<file path="config.mk">
export PLATFORM = sky130hd
export DESIGN_NAME = arith_result_fifo
export DESIGN_NICKNAME = d
export VERILOG_FILES = /design/src/rtl/arith_result_fifo.sv
export SDC_FILE = /design/constraint.sdc
export NUM_CORES = 1
export LEC_CHECK = 0
export ABC_AREA = 1
export CAP_MARGIN = 20
export CORE_AREA = 2 2 84 86
export DETAILED_ROUTE_END_ITERATION = 8
export DIE_AREA = 0 0 86 88
export PLACE_DENSITY = 0.75
export SYNTH_ARGS = -nofsm -noshare
export SYNTH_HDL_FRONTEND = slang
export SYNTH_SLANG_ARGS = --single-unit
</file>
<file path="constraint.sdc">
create_clock -name clk -period 1.7 [get_ports clk]
set_input_delay 0.34 -clock clk [delete_from_list [all_inputs] [get_ports clk]]
set_output_delay 0.34 -clock clk [all_outputs]
set_load 0.02 [all_outputs]
</file>
<file path="src/rtl/arith_result_fifo.sv">
// Result FIFO for the arithmetic unit. It picks the add, sub, mul or div result by opcode,
// tags divide-by-zero, and buffers {op, dz, result}.
// Latency: a push at edge N is visible at the head in cycle N+1. The head is first-word-fall-through
// from storage, with no input bypass.
// Backpressure: o_ready = !full, and a full FIFO refuses a push even when it pops in the same cycle.
// o_valid = !empty, and i_ready is ignored while the FIFO is empty.
// Ports:
//   clk, reset                      clock and synchronous active-high reset
//   i_valid / o_ready               upstream handshake
//   i_op, i_value_{add,sub,mul,div} opcode and the four candidate results
//   i_value_b                       divisor, used only to detect divide-by-zero
//   o_valid / i_ready               downstream handshake
//   o_op, o_result, o_div_zero      head entry (reads 0 while empty)
//   o_count                         number of entries held (0..DEPTH)
//   o_dz_errors                     saturating count of accepted divide-by-zero entries
module arith_result_fifo #(
  parameter int WIDTH = 8,
  parameter int DEPTH = 4,
  parameter int AW    = 2
) (
  input  logic             clk,
  input  logic             reset,
  input  logic             i_valid,
  output logic             o_ready,
  input  logic [1:0]       i_op,
  input  logic [WIDTH-1:0] i_value_add,
  input  logic [WIDTH-1:0] i_value_sub,
  input  logic [WIDTH-1:0] i_value_mul,
  input  logic [WIDTH-1:0] i_value_div,
  input  logic [WIDTH-1:0] i_value_b,
  output logic             o_valid,
  input  logic             i_ready,
  output logic [1:0]       o_op,
  output logic [WIDTH-1:0] o_result,
  output logic             o_div_zero,
  output logic [AW:0]      o_count,
  output logic [7:0]       o_dz_errors
);

  typedef struct packed {
    logic [1:0]       op;
    logic             dz;
    logic [WIDTH-1:0] result;
  } entry_t;

  localparam logic [1:0]  OP_ADD   = 2'd0;
  localparam logic [1:0]  OP_SUB   = 2'd1;
  localparam logic [1:0]  OP_MUL   = 2'd2;
  localparam logic [1:0]  OP_DIV   = 2'd3;
  localparam logic [AW:0] FULL_CNT = (AW+1)'(DEPTH);

  entry_t        mem [DEPTH];
  entry_t        new_entry;
  entry_t        head;
  logic [AW-1:0] wr_ptr;
  logic [AW-1:0] rd_ptr;
  logic [AW:0]   count;
  logic [7:0]    dz_cnt;
  logic          push;
  logic          pop;

  assign o_ready = (count != FULL_CNT);
  assign o_valid = (count != '0);
  assign push    = i_valid & o_ready;
  assign pop     = o_valid & i_ready;

  // Build the entry to store. A divide by zero stores all-ones, because the divider's quotient
  // is meaningless in that case.
  always_comb begin
    new_entry.op     = i_op;
    new_entry.dz     = (i_op == OP_DIV) && (i_value_b == '0);
    new_entry.result = '0;
    case (i_op)
      OP_ADD:  new_entry.result = i_value_add;
      OP_SUB:  new_entry.result = i_value_sub;
      OP_MUL:  new_entry.result = i_value_mul;
      OP_DIV:  new_entry.result = i_value_div;
      default: new_entry.result = '0;
    endcase
    if (new_entry.dz) begin
      new_entry.result = '1;
    end
  end

  // Storage is not reset. The head outputs are gated by o_valid, so stale data is never visible.
  always_ff @(posedge clk) begin
    if (!reset && push) begin
      mem[wr_ptr] <= new_entry;
    end
  end

  always_ff @(posedge clk) begin
    if (reset) begin
      wr_ptr <= '0;
      rd_ptr <= '0;
      count  <= '0;
      dz_cnt <= '0;
    end else begin
      if (push) begin
        wr_ptr <= wr_ptr + 1'b1;
      end
      if (pop) begin
        rd_ptr <= rd_ptr + 1'b1;
      end
      case ({push, pop})
        2'b10:   count <= count + 1'b1;
        2'b01:   count <= count - 1'b1;
        default: count <= count;
      endcase
      if (push && new_entry.dz && (dz_cnt != 8'hFF)) begin
        dz_cnt <= dz_cnt + 1'b1;
      end
    end
  end

  assign head        = mem[rd_ptr];
  assign o_op        = o_valid ? head.op     : '0;
  assign o_result    = o_valid ? head.result : '0;
  assign o_div_zero  = o_valid ? head.dz     : 1'b0;
  assign o_count     = count;
  assign o_dz_errors = dz_cnt;

endmodule
</file>
## Yosys cells after proc, flatten, opt, wreduce, memory -nomap -nowiden

Memories as Yosys holds them, arrays and structs flattened. A register that Yosys moved wholly into a read port is not among the register bits.
Cells that the tools add are included.

- Bits in writable memories: 44
- Bits in registers: 15
- Latch bits: 0
- Input port bits: 46
- Bits in read-only memories: 0
- Memories: 1

- Bitwise gates (word level): 2
- Shift operators: 0
- Multipliers: 0
- Div/mod/pow operators: 0
- $add $sub $neg: 5
- Reductions and logical operators: 9
- Eq/ne operators: 7
- Magnitude comparators: 0
- Mux-type cells: 10

Memories:

| memory | depth | width | rd ports | clocked after Yosys merged registers in | wr ports | line | RTL |
|---|---|---|---|---|---|---|---|
| mem | 4 | 11 | 1 | 1 | 1 | 52 | `entry_t mem [DEPTH];` |

Operators by type and width:

| cell | number |
|---|---|
| one-hot mux 8 bit (4 select lines) | 1 |
| two-way mux 8 bit | 2 |
| adder 8 x 1 -> 8 bit, second input constant | 1 |
| logical NOT 8 bit | 1 |
| inequality test 8 bit, second input constant | 1 |
| == test 2 bit, second input constant | 3 |
| two-way mux 2 bit | 3 |
| one-hot mux 3 bit (2 select lines) | 1 |
| adder 2 x 1 -> 2 bit, second input constant | 2 |
| == test 2 x 1 -> 1 bit, second input constant | 2 |
| logical AND 1 bit | 4 |
| adder 3 x 1 -> 3 bit, second input constant | 1 |
| two-way mux 1 bit | 3 |
| inequality test 3 bit, second input constant | 1 |
| nonzero test 3 bit | 1 |
| subtractor 3 x 1 -> 3 bit, second input constant | 1 |
| bitwise AND 1 bit | 2 |
| logical NOT 2 bit | 1 |
| nonzero test 2 bit | 1 |
| logical NOT 1 bit | 1 |

## Longest topological paths before layout

- Word-level depth: 5
- Depth in mapped cells: 11

## Worst setup path before layout

Ideal clock, no wire load.

- Path type: register to register
- From: reg count[1] (netlist: o_count[1])
- To: reg count[2] (netlist: o_count[2])
- Clock period less this slack: 2.155 ns
- Library setup time: 0.122 ns
- Setup slack: -0.455 ns
- Data arrival time: 2.033 ns
- Cell stages (with the launch flop): 12
- Cell sequence: dfxtp_1 > nor2_1 > nand2_1 > inv_1 > nor2_1 > ha_1 > inv_1 > fa_1 > a21oi_1 > o21ai_0 > o21ai_0 > a21oi_1

- Cells in the longest elaborated chain, start to end: 4

Ends and longest elaborated chain:

| item | line | RTL |
|---|---|---|
| start, declared | 57 | `logic [AW:0] count;` |
| start signal, assigned | 106 | `2'b10: count <= count + 1'b1;` |
| start signal, assigned | 107 | `2'b01: count <= count - 1'b1;` |
| start signal, assigned | 108 | `default: count <= count;` |
| nonzero test 3 bit (*) | 63 | `assign o_valid = (count != '0);` |
| via o_valid | 31 | `output logic o_valid,` |
| bitwise AND 1 bit (*) | 65 | `assign pop = o_valid & i_ready;` |
| via pop | 60 | `logic pop;` |
| == test 2 x 1 -> 1 bit or == test 2 bit (tied branches) | 105 | `case ({push, pop})` |
| one-hot mux 3 bit (2 select lines) or nonzero test 2 bit (tied branches) | - |  |

Mark *: on every way through the listed nets, which the timed path passes. The rest lies on a longest branch.
A chain may end at the register's enable or synchronous reset.

==> run summary <==
DRT Pass-1 Iters: 4
Min-delay worst type: in2reg
Endpoint type of the worst setup path: output port
Violated checks: setup timing
Leakage power: 0.001887 uW
GPL Wtd Cong: 0.7996
N_diodes: 0
Mapped Nets: 377
Clock root buffer: clkbuf_8
H-tree depth: 3
Distinct cells, synth: 23
Min cycle time layout: 1825 ps
Num rows: 30
Die height: 88 um
Sequential share of the synthesized area: 0.5729
Setup tns final: -1094 ps
Crit path buffers/inverters: 3
CTS tree: done
First-pass GRT wire length: 11.05 mm
Total track usage: 0.1898
Final Hold Fails: 0
Actual slew at the worst max-slew pin: 489.4 ps
Finish-stage setup viols: 13
Yosys reg bits: 61
Final WL: 6.958 mm
Fin area: 4367 sq um
GR Util met3: 0.04241
Post-DP Area: 3955 sq um
Vias: 2564
GRT Residual Overflow: 0
Max-slew headroom: 0.6725
Pwr Density: 1270 nW/um^2
Vias/cell: 5.008
Setup crit start kind: register
Setup WS post-layout: -124.6 ps
DIE AREA: 7568 sq um
Yosys warnings: 0
Port bufs: 69
Vias in the first global route: 2487
DRC viols: 0
Post-synthesis average cell area: 8.951 sq um
Commonest non-fill, non-tap cell in the layout: nor2_1
Netlist Area Pre-Place: 2900 sq um
Top cell by count, worst path: nor2_1
RSZ-0062 raised after global routing: yes
FMAX: 548.1 MHz
Arrival @ worst endpoint: 1480 ps
Wire per inst: 13.59 um
Grt met2 use: 0.3221
Utilization after layout: 0.6573
CTS Sinks: 61
P&R area growth vs syn: 50.56%
Number of cells produced by synthesis: 324
Grt met1 use: 0.2286
Final net count: 480
Worst-case vdd ir drop: 0.0006192 V
Initial Util: 0.4365
Final period utilization: 1.073
Worst-path cell chain: buf_12 -> buf_4 -> nor2_1 -> nor2_1 -> o21ai_1 -> a21oi_2 -> buf_6
Die width: 86 um
Status: finished, violations left
Most frequent cells in the layout: nor2_1, nand2_1, clkdlybuf4s50_1, edfxtp_1, buf_4
Hpwl dp: 4.717 mm
Initial antenna violation count: 0
Worst Setup Path Type: reg2out
Worst Clk Skew: 11.18 ps
Core area: 6644 sq um
Clock-pin slew on the worst setup and hold paths: 70 ps
Worst EP required: 1360 ps
Layout cells sized above 1: 0.2269
Count of pins over their slew limit: 0
Largest delay share family, worst path: buffers and inverters
I/O pin total: 70
Critical-path top delay cell: dfxtp_4
CP max stage delay: 370 ps
Deepest clock path buffer count: 2
Clock Latency Late Sink: 330 ps
Initial DRC count: 139
TritonCTS Buffers: 9
Largest net degree at the start of global routing: 15
Busiest layer in global routing: met2
DRT antenna net count: 0
Crit-path max FO: 7
Number of max-cap violations: 0
[sequential cells by signal (all words and copies together), names as in the netlist, named ones only]
register and flops:
o_count 3, wr_ptr 2, o_dz_errors 8, rd_ptr 2, mem 44
[report_power, final]
group,total (uW),internal [uW],switching (uW)
Clock,1640,1120,524
Combinational,2090,942,1150
Sequential,1810,1740,70.3
[cell families (layout without fill, tap and decap cells)]
logic type,Yosys count,in the layout,share of synthesized area
and+or+nand+nor,153,153,0.2243
AOI/OAI and AO/OA,61,61,0.1104
DFF,61,61,0.5729
buffers and inverters,42,150,0.05954
adders and majority gates,7,7,0.03279
[cell usage after synthesis]
cell      number  area share
dfxtp_1       17        0.12
a221oi_1       4       0.012
clkbuf_8       1      0.0047
nand2_2        3      0.0065
or2_2          1      0.0022
o21ai_1        2      0.0035
buf_2          2      0.0035
fa_1           1      0.0069
clkbuf_1       5      0.0065
nand3_4        1      0.0060
inv_4          1      0.0022
nand2_1       55       0.071
inv_1         33       0.043
nand3_2        1      0.0035
nand4_1        6       0.013
nor2_1        78        0.10
o21ai_0       28       0.048
nor2_4         1      0.0039
edfxtp_1      44        0.46
nand3_1        6       0.010
nor2_8         1      0.0069
a21oi_1       27       0.047
ha_1           6       0.026
[final cells by class]
type | count | area [sq um]
timing repair buffer | 99 | 1008
sequential | 61 | 1680
clock buffer | 9 | 123.9
multi-input combinational | 221 | 1157
tap | 80 | 100.1
inverter | 34 | 151.4
timing repair inverter | 1 | 7.507
clock inverter | 7 | 137.6
fill | 518 | 2277
[per-layer routing]
| layer | wire length (um) | share of wire |
|---|---|---|
| met5 | 0 | 0 |
| met4 | 144 | 0.021 |
| met3 | 460 | 0.066 |
| met2 | 3444 | 0.49 |
| met1 | 2909 | 0.42 |
[repair_timing]
item,CTS,global route
setup buffers,3,1
resized for setup,87,32
gates cloned,3,1
endpoints found under the setup margin,20,55
hold buffers,0,0
pin swaps,10,13
[through the flow]
| stage | worst slack, ps | std cells | hold slack [ps] | total power, uW |
|---|---|---|---|---|
| 3_5_place_dp | -315.9 | 489 | 467.1 | 3683 |
| 3_3_place_gp | -272.6 | 489 | 449.9 | 3647 |
| 6_report | -124.6 | 512 | 438.9 | 5545 |
| 5_1_grt | -227.5 | 512 | 440.6 | 5809 |
| 2_1_floorplan | -27.07 | 324 | 402.7 | 2804 |
| 4_1_cts | -135.2 | 511 | 467.9 | 5436 |
[final timing paths]
path	start	endpoint	slack (ps)	depth (start not counted)
setup reg to reg	o_count[1]$_SDFFE_PP0P_	o_count[2]$_SDFFE_PP0P_	-50	11
hold reg to reg	rd_ptr[1]$_SDFFE_PP0P_	register	470	2
setup / recovery	register	o_op[1]	-120	7
hold / removal	i_op[0]	mem[1][9]$_DFFE_PP_	440	1
(Power assumes the default switching activity.)
